### src/rtl/lcd_bus_arbiter.sv
// lcd_bus_arbiter: packet-granular round-robin arbiter in front of the LCD_Controller Avalon-MM port,
// with a watchdog that drops a stalled slave or a requester that goes silent mid-packet.
module lcd_bus_arbiter #(
  parameter int N_REQ = 2,
  parameter int MAX_WAIT = 1024
) (
  input  logic               clk,
  input  logic               reset,
  input  logic [N_REQ-1:0]   req_valid,
  input  logic [N_REQ*9-1:0] req_instr,
  input  logic [N_REQ-1:0]   req_last,
  output logic [N_REQ-1:0]   req_ready,
  output logic [N_REQ-1:0]   grant,
  output logic               timeout_err,
  output logic               address,
  output logic               chipselect,
  output logic               byteenable,
  output logic               read,
  output logic               write,
  output logic [7:0]         writedata,
  input  logic               waitrequest,
  input  logic [7:0]         readdata,
  input  logic [1:0]         response
);
  localparam int PW = $clog2(N_REQ);
  localparam int CW = $clog2(MAX_WAIT) + 1;
  typedef enum logic [1:0] {IDLE, WRITE, HOLD} state_t;
  state_t state, state_n;
  logic [PW-1:0] owner, rr_ptr, pick;
  logic [CW-1:0] wait_cnt;
  logic [8:0] instr;
  logic found, valid, last, active, accept, abort;
  logic unused_bits;
  int idx;
  assign unused_bits = ^{readdata, response};
  assign instr = req_instr[owner*9 +: 9];
  assign valid = req_valid[owner];
  assign last = req_last[owner];
  // a dropped valid in WRITE is treated like HOLD so a stale beat is never written
  assign active = state == WRITE && valid;
  assign accept = active && !waitrequest;
  assign abort = state != IDLE && !accept && wait_cnt >= CW'(MAX_WAIT - 1);
  assign write = active;
  assign chipselect = active;
  assign address = active & instr[8];
  assign writedata = active ? instr[7:0] : 8'h00;
  assign req_ready = accept ? grant : '0;
  assign byteenable = 1'b1;
  assign read = 1'b0;
  always_comb begin
    pick = '0;
    found = 1'b0;
    idx = 0;
    for (int i = 1; i <= N_REQ; i++) begin
      idx = (int'(rr_ptr) + i) % N_REQ;
      if (!found && req_valid[PW'(idx)]) begin
        pick = PW'(idx);
        found = 1'b1;
      end
    end
  end
  always_comb begin
    state_n = (abort || (accept && last)) ? IDLE :
              (state == IDLE && found)    ? WRITE :
              (state == WRITE && !valid)  ? HOLD :
              (state == HOLD && valid)    ? WRITE : state;
  end
  always_ff @(posedge clk) begin
    if (reset) begin
      state <= IDLE;
      grant <= '0;
      owner <= '0;
      rr_ptr <= PW'(N_REQ - 1);
      wait_cnt <= '0;
      timeout_err <= 1'b0;
    end else begin
      state <= state_n;
      timeout_err <= abort;
      wait_cnt <= (state_n != state || accept || state == IDLE) ? '0 :
                  (&wait_cnt) ? wait_cnt : wait_cnt + 1'b1;
      if (abort || (accept && last)) begin
        grant <= '0;
        rr_ptr <= owner;
      end else if (state == IDLE && found) begin
        owner <= pick;
        grant <= '0;
        grant[pick] <= 1'b1;
      end
    end
  end
endmodule

### config.mk
export PLATFORM = sky130hd
export DESIGN_NAME = lcd_bus_arbiter
export DESIGN_NICKNAME = d
export VERILOG_FILES = /design/src/rtl/lcd_bus_arbiter.sv
export SDC_FILE = /design/constraint.sdc
export NUM_CORES = 1
export LEC_CHECK = 0
export ABC_AREA = 1
export BUFFER_PORTS_ARGS = -buffer_cell sky130_fd_sc_hd__buf_2
export CORE_ASPECT_RATIO = 1.1
export CORE_MARGIN = 2
export CORE_UTILIZATION = 45
export CTS_CLUSTER_SIZE = 10
export DETAILED_ROUTE_END_ITERATION = 6
export PLACE_DENSITY = 0.77
export SETUP_SLACK_MARGIN = 0.1
export SLEW_MARGIN = 20
export SYNTH_ARGS = -nofsm -noshare
export SYNTH_HDL_FRONTEND = slang
export SYNTH_SLANG_ARGS = --single-unit
### constraint.sdc
create_clock -name clk -period 3.7 [get_ports clk]
set_input_delay 0.185 -clock clk [delete_from_list [all_inputs] [get_ports clk]]
set_output_delay 0.185 -clock clk [all_outputs]
set_load 0.005 [all_outputs]
==> qor.yml <==
status: "completed"
finalSetupTns_ns: 0
rows: 19
clk_path_buf_depth: 2
detail-route-antenna-nets: 0
htree_levels: 1
period_needed_ns: 1.838
vias: 1123
crit_required_ns: 3.94
detail_route.wl_per_cell_um: 9.762
start_kind: "flip-flop"
die_width_um: 52.67
pin_count: 53
io_buffers: 40
yosys_most_used_dff: "dfxtp_1"
cts_sinks: 18
yosysSeqAreaShare_pct: 30.74
syn_area_per_cell_um2: 6.978
dp_slack_ns: 1.868
syn2layout_area_growth_pct: 21.13
power_density_nw_per_um2: 337.3
numCtsBuffers: 3
drc_errors: 0
worstPathArrival_ns: 2.07
routed.top_layer: "met4"
finalHoldViolCount: 0
wl_met2_um: 1142
grt-ovfl-total: 0
nFillCells: 261
ctsResizeCount: 0
maxSlewViolCount: 0
syn_inst: 168
start_util_pct: 46.97
post-cts-setup-buffers: 0
grt_usage_pct: 18.13
grt_pass1_wl_um: 4229
wirelength_um: 2333
setup_viol: 0
synth_edf_count: 0
ys_warn_count: 0
num-nets-final: 245
hold_slack_ns: 0.1270
skew_ns: 0.005738
synth_seq_cells: 18
grt_start_max_net_pins: 14
critPathKind: "reg2reg"
routed_via_density: 4.699
end_kind: "flip-flop"
routedLengthMet1_um: 1060
cts_tree: "done"
wl_met3_um: 117
hpwl_um: 1855
fin_ws_ns: 1.862
gp_congestion: 0.7690
layout-drive-gt1-share_pct: 35.58
antenna_found_initial: 0
max_freq_ghz: 0.5441
clockRootBuffer: "clkbuf_4"
insertion_delay_ns: 0.30
drt-pass1-iter-count: 4
drtIter0Drc: 37
antenna_cells: 0
core_area_um2: 2496
rsz0062_at_grt: "no"
die_h_um: 57.54
synth_area_um2: 1172
vdd_ir_drop_max_mv: 0.2999
fin_crit_sh_pct: 49.67
grt_pass1_vias: 1074
synthArstFlopShare_pct: 0
holdBufCountCts: 0
regToRegSetupSlack_ns: 1.86
path_max_fanout: 13
leakagePower_nw: 0.7147
final_cell_mix: "nand2_1 (44), buf_2 (40), inv_1 (18), dfxtp_1 (18)"
final_common_cell: "nand2_1"
die-area_um2: 3030
clkSlewWorstSetupHoldPaths_ns: 0.11
synth_cell_types: 28
min_path_type: "in2reg"
drv_cap: 0
-- state kept, by name (all words and copies together), names as in the netlist --
name and cells:
wait_cnt 11, grant 2, state 2, owner 1, rr_ptr 1, timeout_err 1
-- where the power goes --
part	internal [mW]	switching, mW
registers	0.205	0.0113
clock network	0.0600	0.0631
logic	0.0491	0.0903
total	0.314	0.165
-- logic make-up after synthesis --
| family | Yosys count | share of synthesized area, % |
|---|---|---|
| xor+xnor | 5 | 3.736 |
| fa+ha+maj | 1 | 1.067 |
| simple gates | 92 | 42.58 |
| buf+inv | 28 | 10.03 |
| compound gates | 22 | 11.21 |
| flops | 18 | 30.74 |
| other cells | 2 | 0.6406 |
-- cell usage after synthesis, types with 2 or more instances --
library cell  instances  share of area [%]
buf_4                 3                1.9
xnor2_1               3                2.2
a211oi_1              2                1.3
nor2_2                2                1.1
nand3_2               4                3.4
nand4_1               2                1.1
dfxtp_1              18                 31
o22ai_1               2                1.1
nor3_2               10                8.5
inv_2                 5                1.6
nor2_1               13                4.2
nand2_1              44                 14
nand2_4               4                3.8
xor2_1                2                1.5
a21oi_1              13                5.5
o21ai_0               2               0.85
nand2_2               3                1.6
nand3_1               6                2.6
conb_1                2               0.64
nor3_1                3                1.3
inv_1                18                5.8
-- routing by layer --
layer	track usage [%]	vias up
met5	0	-
met4	3.297	0
met3	4.712	2
met2	32.50	27
met1	21.57	479
li1	-	615
-- path summary, 6_finish.rpt --
path	cells past startpoint	startpoint	to
hold reg to reg	2	grant[1]$_SDFFE_PP0P_	grant[1]$_SDFFE_PP0P_
hold / removal	2	reset	state[1]$_SDFF_PP0_
setup / recovery	10	owner$_SDFFE_PP0P_	wait_cnt[7]$_SDFFE_PP0N_
setup reg to reg	10	owner$_SDFFE_PP0P_	wait_cnt[7]$_SDFFE_PP0N_
-- worst max-delay path: stages (launching register included) --
cell and delay, ns:
dfxtp_1 0.57, inv_2 0.19, nand2_1 0.11, nand2_2 0.10, nand2_4 0.13, inv_2 0.06
nand3_2 0.10, nand3_1 0.10, nand2_1 0.11, nand2_4 0.13, nor3_2 0.17
-- layout make-up --
class / instances / area [µm²] / area share (%)
multi-input combinational: 123 / 698.2 / 49.16
clock buffer: 4 / 36.28 / 2.555
timing repair buffer: 40 / 200.2 / 14.10
sequential: 18 / 360.3 / 25.37
tap: 31 / 38.79 / 2.731
inverter: 23 / 86.33 / 6.079
-- per-stage QoR --
| stage | std cells | power, mW | util, % | instance area, µm² |
|---|---|---|---|---|
| finish | 239 | 0.4790 | 56.89 | 1420 |
| global route | 239 | 0.5122 | 56.89 | 1420 |
| CTS | 239 | 0.4867 | 56.89 | 1420 |
| detailed placement | 235 | 0.3616 | 55.44 | 1384 |
| global placement | 235 | 0.3605 | 55.44 | 1384 |
| floorplan | 169 | 0.3240 | - | 1176 |
(Power assumes the default switching activity.)
